===== src/rtl/decode_pkg.sv =====
// Shared types for the decode/issue stage:
// field positions, opcodes and the issue slot.
package decode_pkg;

  localparam int DW = 32;

  localparam int OP_HI  = 31;
  localparam int OP_LO  = 28;
  localparam int RD_HI  = 27;
  localparam int RD_LO  = 24;
  localparam int RS1_HI = 23;
  localparam int RS1_LO = 20;
  localparam int RS2_HI = 19;
  localparam int RS2_LO = 16;
  localparam int RS3_HI = 15;
  localparam int RS3_LO = 12;
  localparam int IMM_HI = 15;
  localparam int IMM_LO = 0;

  typedef enum logic [3:0] {
    OP_ADD  = 4'd0,
    OP_SUB  = 4'd1,
    OP_AND  = 4'd2,
    OP_OR   = 4'd3,
    OP_XOR  = 4'd4,
    OP_SLL  = 4'd5,
    OP_SRL  = 4'd6,
    OP_SRA  = 4'd7,
    OP_SLT  = 4'd8,
    OP_MUL  = 4'd9,
    OP_LUI  = 4'd10,
    OP_LD   = 4'd11,
    OP_ST   = 4'd12,
    OP_BR   = 4'd13,
    OP_NOP  = 4'd14,
    OP_HALT = 4'd15
  } op_e;

  typedef enum logic {
    EMPTY = 1'b0,
    FULL  = 1'b1
  } state_e;

  typedef struct packed {
    op_e           op;
    logic [3:0]    rd;
    logic          we;
    logic [DW-1:0] a;
    logic [DW-1:0] b;
    logic [DW-1:0] c;
    logic [15:0]   imm;
  } issue_t;

  // Store, branch, nop and halt leave rd alone.
  function automatic logic writes_rd(op_e op);
    return op <= OP_LD;
  endfunction

endpackage


===== src/rtl/decode_issue_scoreboard.sv =====
// Busy-bit scoreboard with writeback bypass on
// every lookup.
module scoreboard
  import decode_pkg::*;
#(
  parameter int NREG = 16
) (
  input  logic       clk,
  input  logic       rst_n,
  input  logic [3:0] rs1_i,
  input  logic [3:0] rs2_i,
  input  logic [3:0] rs3_i,
  input  logic [3:0] rd_i,
  input  logic       we_i,
  input  logic       wb_valid_i,
  input  logic [3:0] wb_rd_i,
  input  logic       set_i,
  input  logic [3:0] set_idx_i,
  input  logic       fclr_i,
  input  logic [3:0] fclr_idx_i,
  output logic       src_busy_o,
  output logic       waw_o
);

  logic [NREG-1:0] busy_q;
  logic [NREG-1:0] busy_d;

  function automatic logic pend(
    logic [NREG-1:0] b,
    logic            v,
    logic [3:0]      w,
    logic [3:0]      i
  );
    return b[i] && !(v && w == i);
  endfunction

  // Lookups: a register retiring this cycle is free.
  always_comb begin
    src_busy_o =
      pend(busy_q, wb_valid_i, wb_rd_i, rs1_i) ||
      pend(busy_q, wb_valid_i, wb_rd_i, rs2_i) ||
      pend(busy_q, wb_valid_i, wb_rd_i, rs3_i);
    waw_o = we_i &&
      pend(busy_q, wb_valid_i, wb_rd_i, rd_i);
  end

  // Clear on writeback, clear on flush, then set.
  always_comb begin
    busy_d = busy_q;
    if (wb_valid_i) busy_d[wb_rd_i] = 1'b0;
    if (fclr_i) busy_d[fclr_idx_i] = 1'b0;
    if (set_i) busy_d[set_idx_i] = 1'b1;
  end

  // Busy-bit register.
  always_ff @(posedge clk or negedge rst_n) begin
    if (!rst_n) busy_q <= '0;
    else        busy_q <= busy_d;
  end

endmodule


===== src/rtl/decode_issue.sv =====
// Decode/issue stage: field decode, hazard stall,
// operand forwarding and a one-entry output slot.
module decode_issue
  import decode_pkg::*;
#(
  parameter int XLEN = 32,
  parameter int NREG = 16
) (
  input  logic            clk,
  input  logic            rst,
  input  logic            in_valid,
  input  logic [XLEN-1:0] in_instr,
  output logic            in_ready,
  output logic [3:0]      rf_rs1,
  output logic [3:0]      rf_rs2,
  output logic [3:0]      rf_rs3,
  input  logic [XLEN-1:0] rf_rd1,
  input  logic [XLEN-1:0] rf_rd2,
  input  logic [XLEN-1:0] rf_rd3,
  output logic            rf_we,
  output logic [3:0]      rf_waddr,
  output logic [XLEN-1:0] rf_wdata,
  input  logic            wb_valid,
  input  logic [3:0]      wb_rd,
  input  logic [XLEN-1:0] wb_data,
  input  logic            flush,
  output logic            out_valid,
  input  logic            out_ready,
  output logic [3:0]      out_op,
  output logic [3:0]      out_rd,
  output logic            out_we,
  output logic [XLEN-1:0] out_a,
  output logic [XLEN-1:0] out_b,
  output logic [XLEN-1:0] out_c,
  output logic [15:0]     out_imm,
  output logic [15:0]     stall_cnt
);

  op_e        op;
  logic [3:0] rd;
  logic       we;
  logic       src_busy;
  logic       waw;
  logic       hazard;
  logic       issue;
  logic       fclr;

  state_e     state_q;
  state_e     state_d;
  issue_t     slot_q;
  issue_t     slot_d;
  logic [15:0] stall_q;
  logic [15:0] stall_d;

  assign op     = op_e'(in_instr[OP_HI:OP_LO]);
  assign rd     = in_instr[RD_HI:RD_LO];
  assign we     = writes_rd(op);
  assign rf_rs1 = in_instr[RS1_HI:RS1_LO];
  assign rf_rs2 = in_instr[RS2_HI:RS2_LO];
  assign rf_rs3 = in_instr[RS3_HI:RS3_LO];

  assign rf_we    = wb_valid;
  assign rf_waddr = wb_rd;
  assign rf_wdata = wb_data;

  assign out_valid = (state_q == FULL);
  assign fclr      = flush && out_valid && slot_q.we;

  scoreboard #(
    .NREG(NREG)
  ) u_sb (
    .clk       (clk),
    .rst_n     (rst),
    .rs1_i     (rf_rs1),
    .rs2_i     (rf_rs2),
    .rs3_i     (rf_rs3),
    .rd_i      (rd),
    .we_i      (we),
    .wb_valid_i(wb_valid),
    .wb_rd_i   (wb_rd),
    .set_i     (issue && we),
    .set_idx_i (rd),
    .fclr_i    (fclr),
    .fclr_idx_i(slot_q.rd),
    .src_busy_o(src_busy),
    .waw_o     (waw)
  );

  // Handshake: stall on hazard, flush or a held slot.
  always_comb begin
    hazard   = in_valid && (src_busy || waw);
    in_ready = !flush && !hazard &&
               (!out_valid || out_ready);
    issue    = in_valid && in_ready;
  end

  // Next slot contents with writeback forwarding.
  always_comb begin
    slot_d     = slot_q;
    slot_d.op  = op;
    slot_d.rd  = rd;
    slot_d.we  = we;
    slot_d.a   = (wb_valid && wb_rd == rf_rs1)
               ? wb_data : rf_rd1;
    slot_d.b   = (wb_valid && wb_rd == rf_rs2)
               ? wb_data : rf_rd2;
    slot_d.c   = (wb_valid && wb_rd == rf_rs3)
               ? wb_data : rf_rd3;
    slot_d.imm = in_instr[IMM_HI:IMM_LO];
  end

  // Slot occupancy: flush beats everything.
  always_comb begin
    state_d = state_q;
    unique case (state_q)
      EMPTY: if (issue) state_d = FULL;
      FULL: begin
        if (flush)          state_d = EMPTY;
        else if (issue)     state_d = FULL;
        else if (out_ready) state_d = EMPTY;
      end
      default: state_d = EMPTY;
    endcase
  end

  // Saturating hazard-stall counter.
  always_comb begin
    stall_d = stall_q;
    if (hazard && !flush && stall_q != 16'hFFFF)
      stall_d = stall_q + 16'd1;
  end

  // Slot state register.
  always_ff @(posedge clk or negedge rst) begin
    if (!rst) state_q <= EMPTY;
    else      state_q <= state_d;
  end

  // Slot payload loads only on issue.
  always_ff @(posedge clk or negedge rst) begin
    if (!rst)       slot_q <= '0;
    else if (issue) slot_q <= slot_d;
  end

  // Stall counter register.
  always_ff @(posedge clk or negedge rst) begin
    if (!rst) stall_q <= '0;
    else      stall_q <= stall_d;
  end

  assign out_op    = slot_q.op;
  assign out_rd    = slot_q.rd;
  assign out_we    = slot_q.we;
  assign out_a     = slot_q.a;
  assign out_b     = slot_q.b;
  assign out_c     = slot_q.c;
  assign out_imm   = slot_q.imm;
  assign stall_cnt = stall_q;

endmodule


===== config.mk =====
export PLATFORM = sky130hd
export DESIGN_NAME = decode_issue
export DESIGN_NICKNAME = d
export VERILOG_FILES = /design/src/rtl/decode_pkg.sv /design/src/rtl/decode_issue_scoreboard.sv /design/src/rtl/decode_issue.sv
export SDC_FILE = /design/constraint.sdc
export NUM_CORES = 1
export LEC_CHECK = 0
export CORE_MARGIN = 8
export CORE_UTILIZATION = 35
export DETAILED_ROUTE_END_ITERATION = 7
export DONT_BUFFER_PORTS = 1
export GPL_TIMING_DRIVEN = 0
export PLACE_DENSITY = 0.47
export SYNTH_ARGS = -nofsm -noshare
export SYNTH_HDL_FRONTEND = slang
export SYNTH_SLANG_ARGS = --single-unit
export TNS_END_PERCENT = 30

===== constraint.sdc =====
create_clock -name clk -period 2.9 [get_ports clk]
set_input_delay 0.58 -clock clk [delete_from_list [all_inputs] [get_ports clk]]
set_output_delay 0.58 -clock clk [all_outputs]
set_load 0.05 [all_outputs]

* Yosys cells after proc, flatten, opt, wreduce, memory -nomap -nowiden
Cells that the tools add are included.
** Storage, ports and cells
- Input port bits :: 170
- Output and inout port bits :: 188
- Bits in registers :: 154
** Cells by class
- $lt $le $gt $ge :: 10
- Bitwise gates (word level) :: 6
- Mux-type cells :: 25
- Reduce and logical (&&, ||, !) cells :: 32
- Add/subtract/negate cells :: 1
- Equality and inequality tests :: 5
** Operators with widths (number)
- $mux W32 :: 3
- $mux W16 :: 3
- $and A16 B16 Y16 :: 2
- $not A16 Y16 :: 2
- $lt A4 B5 Y1 const B :: 6
- $logic_and A1 B1 Y1 :: 21
- $add A16 B1 Y16 const B :: 1
- $bmux W1 S4 :: 4
- $eq A4 B4 Y1 :: 4
- $ne A16 B16 Y1 const B :: 1
- $or A16 B16 Y16 :: 1
- $demux W1 S4 :: 3
- $ge A4 B1 Y1 const B :: 3
- $mux W1 :: 11
- $logic_not A1 Y1 :: 7
- $le A4 B4 Y1 const B :: 1
- $logic_or A1 B1 Y1 :: 4
- $pmux W1 S2 :: 1
- $not A1 Y1 :: 1

* Logic depth before layout (Yosys ltp)
Gate-level depths: netlist (run 1).
- Depth after elaboration :: 15
- Mapped depth :: 10

* Cells and area by module
From an unflattened synthesis (run 1), not the netlist that was laid out.
** Unflattened totals
- Cells, all modules :: 873
- Area total of the unflattened synthesis :: 8456.9 sq um
** By module, submodules not included
- decode_issue :: area an instance 6900.4 sq um, cells each 725, sequential area each 3453.3 sq um, times used 1
- scoreboard :: area an instance 1556.5 sq um, cells each 148, sequential area each 400.4 sq um, times used 1

* Least setup slack after synthesis (run 1)
OpenSTA, ideal clock, no wires.
- Path kind :: input-to-output
- From :: input port in_instr[20]
- To :: output port in_ready
- Buffers on the path :: 1
- Stages on the path :: 7
- Path slack :: -649 ps
- Data arrival time :: 2969 ps
- Cells stage by stage :: buf_6 -> mux4_2 -> nor2b_1 -> a211oi_1 -> a211o_1 -> nand4_1 -> a211oi_1
** Between the ends
- Longest elaborated chain between the ends :: 11
- Elaborated cells on any way between the ends :: 13
- Classes of those cells :: 1 x eq/ne; 2 x mux; 10 x reduce/logical
** RTL lines
- start, declared :: line decode_issue.sv:12 : input logic [XLEN-1:0] in_instr,
- branches (longest 3 deep; another with $bmux W1 S4)
- $logic_and A1 B1 Y1 (*) :: line decode_issue_scoreboard.sv:34 : return b[i] && !(v && w == i);
- $logic_or A1 B1 Y1 (*) :: line decode_issue_scoreboard.sv:40 : pend(busy_q, wb_valid_i, wb_rd_i, rs1_i) ||
- $logic_or A1 B1 Y1 (*) :: line decode_issue_scoreboard.sv:41 : pend(busy_q, wb_valid_i, wb_rd_i, rs2_i) ||
- $logic_or A1 B1 Y1 (*) :: line decode_issue.sv:91 : hazard = in_valid && (src_busy || waw);
- $logic_and A1 B1 Y1 (*) :: line decode_issue.sv:91
- $logic_not A1 Y1 (*) :: line decode_issue.sv:92 : in_ready = !flush && !hazard &&
- $logic_and A1 B1 Y1 (*) (2 in a row) :: line decode_issue.sv:92
- end, declared :: line decode_issue.sv:13 : output logic in_ready,
Mark *: on every way between the ends. The select of a mux whose other input is x is not followed.

* Worst setup path after layout (run 1)
- From :: register u_sb.busy_q[3]
- To :: output port in_ready
** Between the ends
- Longest elaborated chain between the ends :: 10
- Elaborated cells on any way between the ends :: 20
- Classes of those cells :: 8 x mux; 12 x reduce/logical
** RTL lines
- start, declared :: line decode_issue_scoreboard.sv:25 : logic [NREG-1:0] busy_q;
- start signal, assigned :: line decode_issue_scoreboard.sv:58 : else busy_q <= busy_d;
- $bmux W1 S4 :: line decode_issue_scoreboard.sv:34
- $mux W1 (not written as such) :: line decode_issue_scoreboard.sv:34
- $logic_and A1 B1 Y1 :: line decode_issue_scoreboard.sv:34
- $logic_or A1 B1 Y1 :: line decode_issue_scoreboard.sv:40
- $logic_or A1 B1 Y1 :: line decode_issue_scoreboard.sv:41
- $logic_or A1 B1 Y1 (*) :: line decode_issue.sv:91
- $logic_and A1 B1 Y1 (*) :: line decode_issue.sv:91
- $logic_not A1 Y1 (*) :: line decode_issue.sv:92
- $logic_and A1 B1 Y1 (*) (2 in a row) :: line decode_issue.sv:92
Every way passes the cells marked *; elsewhere a longest branch is shown, timed or not. The select of a mux whose other input is x is not followed.

==> metrics, run 1 <==
grt ovf=0; Psw=5.35 mW; element type at the critical path end=output port; Area Overhead vs Synth=18.0%; crit path DAT=2.66 ns; Max VDD drop=0.540 mV; Ys Warns=0; failing checks=hold timing, setup timing; first-pass GRT wire length=41500 um; Buf+Inv Stages, Crit Path=0; CP max stage delay=0.63 ns; Syn Std Cell Area=8870 um^2; crit-path max FO=5; Site Rows=58; Via density=5.42; fillers=2346; CTS sink count=154; critical setup path kind=register to output port; Die X=175 um; hold slack=-0.158 ns; syn_nets=807; Worst Setup SP=u_sb.busy_q[3]$_DFF_PN0_; Max Buffers Root-to-Sink=2; TritonCTS clock tree=yes; Worst Skew=0.0128 ns; wire per inst=28.7 um; Slew @ Worst Pin=0.758 ns; synthesized area per cell=13.9 um^2; DIE HEIGHT=175 um; part of the power in registers=0.606; Max Slew Vio Count=0; post-synth top area cell=dfrtp_1; H-tree levels=4; Required @ worst endpoint=2.32 ns; startpoint class of the critical path=register; share of layout cells above drive strength 1=0.548; TNS Setup=-5.39 ns; register area share after synthesis=0.435; Yosys top cell area share=0.435; clock latency on the worst-skew pair=0.42 ns; status=finished with violations; Post-synth EDFFs=0; I/O pin total=358; setup violators final=104; dpl cell area=9290 um^2; post-route clock period utilization=1.12; Detailed Routing Iterations Pass 1=4; Async SR Flop Fraction=1.00; Max Cap Viol=0; post-synthesis cell type count=37; routed vias=5521; Final WS setup=-0.336 ns; CP max-delay cell=a211oi_4; Lkg Pwr=4.66 nW; cell with the most instances after synthesis=dfrtp_1; Layout Nets=846; worst r2r path cells=9; Post-synth top cells=154 x dfrtp_1, 116 x mux2_2, 102 x mux2_4; combinational power share=0.190; DRC=0; Primary FF master, synth=dfrtp_1; Final Hold Vio Count=154; crit-path cells=mux4_2, nor2b_1, a211oi_1, a211o_1, nand4_1, a211oi_4; DR iter-0 viols=287; unrepaired setup endpoints after global routing=yes; Critical Path End=in_ready; gpl congestion=0.855; Worst path top cell family by delay=compound AO/OA/AOI/OAI gates; crit path time final=3.24 ns; Internal=5.38 mW; flop-to-flop setup slack=-0.09 ns; max_slew headroom=0.495; vias in the first global route=6128; largest net degree at the start of global routing=155; Final Cell Area=10500 um^2; Starting Density=0.354; hpwl dp=21100 um; Clock Pin Slew Worst Setup and Hold Paths=0.07 ns; Routed Antenna Nets=0; die area=30700 um^2; top cells by area, synth=dfrtp_1 43%, mux2_4 17%, mux2_2 15%; worst min-delay path class=input pin to async pin; Synth Register Bits=154; r2r startpoint=u_sb.busy_q[3]$_DFF_PN0_; Post-Route Utilization=0.418; fmax=309 MHz; CTS Root Cell=clkbuf_16; WL final=29200 um; CP Depth=6; Global Route Usage Sum=0.177; Reg-to-Reg End=out_a[3]$_DFFE_PN0P_; total CTS buffers=17; Power Density=1030 nW/um^2; initial antenna violation count=2; IO Port Bufs=0; clock share of power=0.204; Net Sw Frac=0.499; Tot Pwr=10.7 mW; synthesized instance count=636; CORE AREA=25000 um^2
## metrics by stage
stage | cells | setup WS, ns
floorplan | 636 | -0.0266
global placement | 966 | -0.922
detailed placement | 966 | -0.895
CTS | 1001 | -0.394
global route | 1018 | -0.474
finish | 1019 | -0.336
## per-layer routing
metal  up-vias  track usage  share of wire  wire length [um]
met2       265        0.303           0.50             14700
met3        31       0.0755          0.099              2890
met1      2856        0.199           0.38             11200
li1       2367            -              -                 -
met4         2       0.0466          0.014               401
met5         -            0        0.00045                13
## how the worst min path moves through the flow
stage / start / endpoint / slack [ns]
after floorplan: rst / out_a[0]$_DFFE_PN0P_ / 0.28
after global placement: rst / out_a[31]$_DFFE_PN0P_ / 0.29
after detailed placement: rst / out_a[15]$_DFFE_PN0P_ / 0.29
after CTS: rst / out_a[15]$_DFFE_PN0P_ / -0.18
after global routing: rst / out_a[31]$_DFFE_PN0P_ / -0.19
final: rst / out_a[15]$_DFFE_PN0P_ / -0.16
## placed cells by master (no fill, tap or decap), types with 3 or more instances in the layout
cell / count
dfrtp_1: 154
mux2_2: 116
mux2_4: 103
buf_4: 57
clkbuf_16: 29
clkbuf_1: 19
xnor2_1: 18
nand3_1: 18
mux4_2: 16
o221ai_1: 16
nand2_1: 15
buf_12: 14
xor2_1: 12
nand2b_1: 8
and3_1: 6
inv_6: 6
mux2i_1: 5
nand4_1: 5
nor2_1: 5
nand3b_1: 5
buf_6: 4
nor2b_1: 4
a211o_1: 4
o31ai_2: 4
o31ai_4: 4
o41ai_2: 4
o31ai_1: 4
nor4_4: 3
clkinv_4: 3
## power by group through the flow
stage          Sequential (mW)  Combinational (mW)  Clock [mW]
3_5_place_dp              6.58                1.89           0
5_1_grt                   6.64                2.18        2.36
6_report                  6.50                2.04        2.18
4_1_cts                   6.55                1.91        2.26
2_1_floorplan             6.18                1.69           0
3_3_place_gp              6.58                1.85           0
## state kept, by name, indices dropped and copies added (netlist names)
register	flops
out_a	32
out_imm	16
stall_cnt	16
out_we	1
out_valid	1
out_c	32
out_b	32
out_op	4
out_rd	4
u_sb.busy_q	16
## timing repair
item                       in CTS  in global routing
gates cloned                    0                 12
gates resized for setup         4                 49
hold endpoints to repair      154                154
pin swaps                      11                 11
setup endpoints to repair     139                130
setup buffers                   3                  5
## cell families (layout without fill, tap and decap cells)
group	after synthesis	after routing	share of synthesized area
mux	241	241	0.369
flops	154	154	0.435
buf+inv	90	142	0.0728
simple gates	78	78	0.0502
compound gates	42	42	0.0425
xor+xnor	30	30	0.0296
fa+ha+maj	1	1	0.00141
other cells	0	1	0
## cell type report
class / instances / area [um^2] / share of cell area
clock buffer: 18 / 429 / 0.0410
buffer: 88 / 771 / 0.0737
inverter: 2 / 7.51 / 0.000717
tap: 330 / 413 / 0.0395
multi-input combinational: 392 / 4490 / 0.429
clock inverter: 14 / 130 / 0.0124
timing repair buffer: 20 / 364 / 0.0348
sequential: 154 / 3850 / 0.368
antenna: 1 / 2.50 / 0.000239
(Power assumes the default switching activity.)
==> inputs of run 2 (changes only) <==
- CAP_MARGIN: default -> 0
==> results of run 2 <==
Same layout as run 1: the final DEF is identical, and so are final timing and power.
==> inputs of run 3 (changes only) <==
- CTS_BUF_LIST: default -> sky130_fd_sc_hd__clkbuf_16
==> metrics, run 3 (same netlist as run 1, synthesis figures left out) <==
commonest non-fill, non-tap cell in the layout=dfrtp_1; Global Route Usage Sum=0.177; flop-to-flop setup slack=-0.09 ns; Area Overhead vs Synth=18.0%; max_slew headroom=0.494; Required @ worst endpoint=2.32 ns; H-tree levels=4; Max Slew Vio Count=0; crit path DAT=2.66 ns; post-route clock period utilization=1.12; Lkg Pwr=4.67 nW; CORE AREA=25000 um^2; wire per inst=28.7 um; hold slack=-0.158 ns; worst min-delay path class=input pin to async pin; clock latency on the worst-skew pair=0.42 ns; crit path time final=3.24 ns; share of layout cells above drive strength 1=0.548; initial antenna violation count=2; Slew @ Worst Pin=0.759 ns; Max VDD drop=0.540 mV; Detailed Routing Iterations Pass 1=4; CTS sink count=154; Worst Skew=0.0128 ns; clock share of power=0.203; largest net degree at the start of global routing=155; Site Rows=58; WL final=29200 um; routed vias=5533; TritonCTS clock tree=yes; Clock Pin Slew Worst Setup and Hold Paths=0.07 ns; worst slack, placed=-0.895 ns; CTS Root Cell=clkbuf_16; status=finished with violations; gpl congestion=0.855; critical setup path kind=register to output port; setup violators final=104; Net Sw Frac=0.499; commonest cells after routing, fill and taps aside=154 x dfrtp_1, 116 x mux2_2, 103 x mux2_4; I/O pin total=358; element type at the critical path end=output port; combinational power share=0.190; IO Port Bufs=0; startpoint class of the critical path=register; first-pass GRT wire length=41500 um; grt ovf=0; vias in the first global route=6128; DR iter-0 viols=289; crit-path max FO=5; unrepaired setup endpoints after global routing=yes; hpwl dp=21100 um; Layout Nets=846; part of the power in registers=0.606; Die X=175 um; DRC=0; dpl cell area=9290 um^2; Power Density=1020 nW/um^2; fmax=309 MHz; Routed Antenna Nets=0; DIE HEIGHT=175 um; Psw=5.35 mW; Internal=5.37 mW; Final Hold Vio Count=154; die area=30700 um^2; total CTS buffers=17; Final WS setup=-0.340 ns; Tot Pwr=10.7 mW; Starting Density=0.354; Final Cell Area=10500 um^2; Via density=5.43; Max Buffers Root-to-Sink=2; failing checks=hold timing, setup timing; Max Cap Viol=0
[run 3: cell types whose count changed in the layout (fill, tap and decap cells not counted)]
cell      previous run  this run
clkbuf_1            19        18
inv_1                2         3
[run 3: final timing paths]
check	end	depth (start not counted)	from
worst max-delay path	in_ready	6	u_sb.busy_q[3]$_DFF_PN0_
worst min-delay path	out_a[15]$_DFFE_PN0P_	0	rst
worst max register to register	out_a[3]$_DFFE_PN0P_	9	u_sb.busy_q[3]$_DFF_PN0_
worst min register to register	u_sb.busy_q[3]$_DFF_PN0_	2	u_sb.busy_q[3]$_DFF_PN0_
max in group asynchronous	u_sb.busy_q[0]$_DFF_PN0_	0	rst
min in group clk	out_valid$_DFF_PN0_	1	flush
[run 3: per-layer routing]
| metal | track usage | vias to the layer above | share of wire |
|---|---|---|---|
| li1 | - | 2367 | - |
| met1 | 0.199 | 2862 | 0.38 |
| met2 | 0.303 | 271 | 0.50 |
| met3 | 0.0755 | 31 | 0.099 |
| met5 | 0 | - | 0.00044 |
| met4 | 0.0466 | 2 | 0.014 |
[run 3: worst max-delay path: stages, from the launching register on]
cell and delay [ns]:
dfrtp_1 0.42, mux4_2 0.47, nor2b_1 0.14, a211oi_1 0.17
a211o_1 0.16, nand4_1 0.24, a211oi_4 0.63
[run 3: metrics by stage]
step	hold slack [ns]	util	TNS, ns	cells
after floorplan	0.284	-	-0.0266	636
after global placement	0.291	0.371	-127.50	966
after detailed placement	0.290	0.371	-121.75	966
after CTS	-0.181	0.396	-0.394	1001
after global routing	-0.194	0.418	-19.25	1018
final	-0.158	0.418	-5.82	1019
[run 3: area by class of cell]
cell class              count  area (um^2)
diodes                      1         2.50
plain buffers              88          771
clock buffers              17          425
clock inverters            15          134
fillers                  2346        14600
inverters                   2         7.51
multi-input cells         392         4490
flip-flops and latches    154         3850
well taps                 330          413
repair buffers             20          364
[run 3: power groups by stage]
| stage | Sequential, mW | Clock (mW) | Combinational (mW) |
|---|---|---|---|
| after floorplan | 6.18 | 0 | 1.69 |
| after global placement | 6.58 | 0 | 1.85 |
| after detailed placement | 6.58 | 0 | 1.89 |
| after CTS | 6.55 | 2.26 | 1.91 |
| after global routing | 6.64 | 2.35 | 2.18 |
| final | 6.50 | 2.18 | 2.04 |
[run 3: repair_timing]
item / 4_1_cts / 5_1_grt
endpoints found under the setup margin: 139 / 130
pin swaps: 11 / 11
cloned: 0 / 12
gates resized for setup: 4 / 49
endpoints found under the hold margin: 154 / 154
setup buffers: 3 / 5
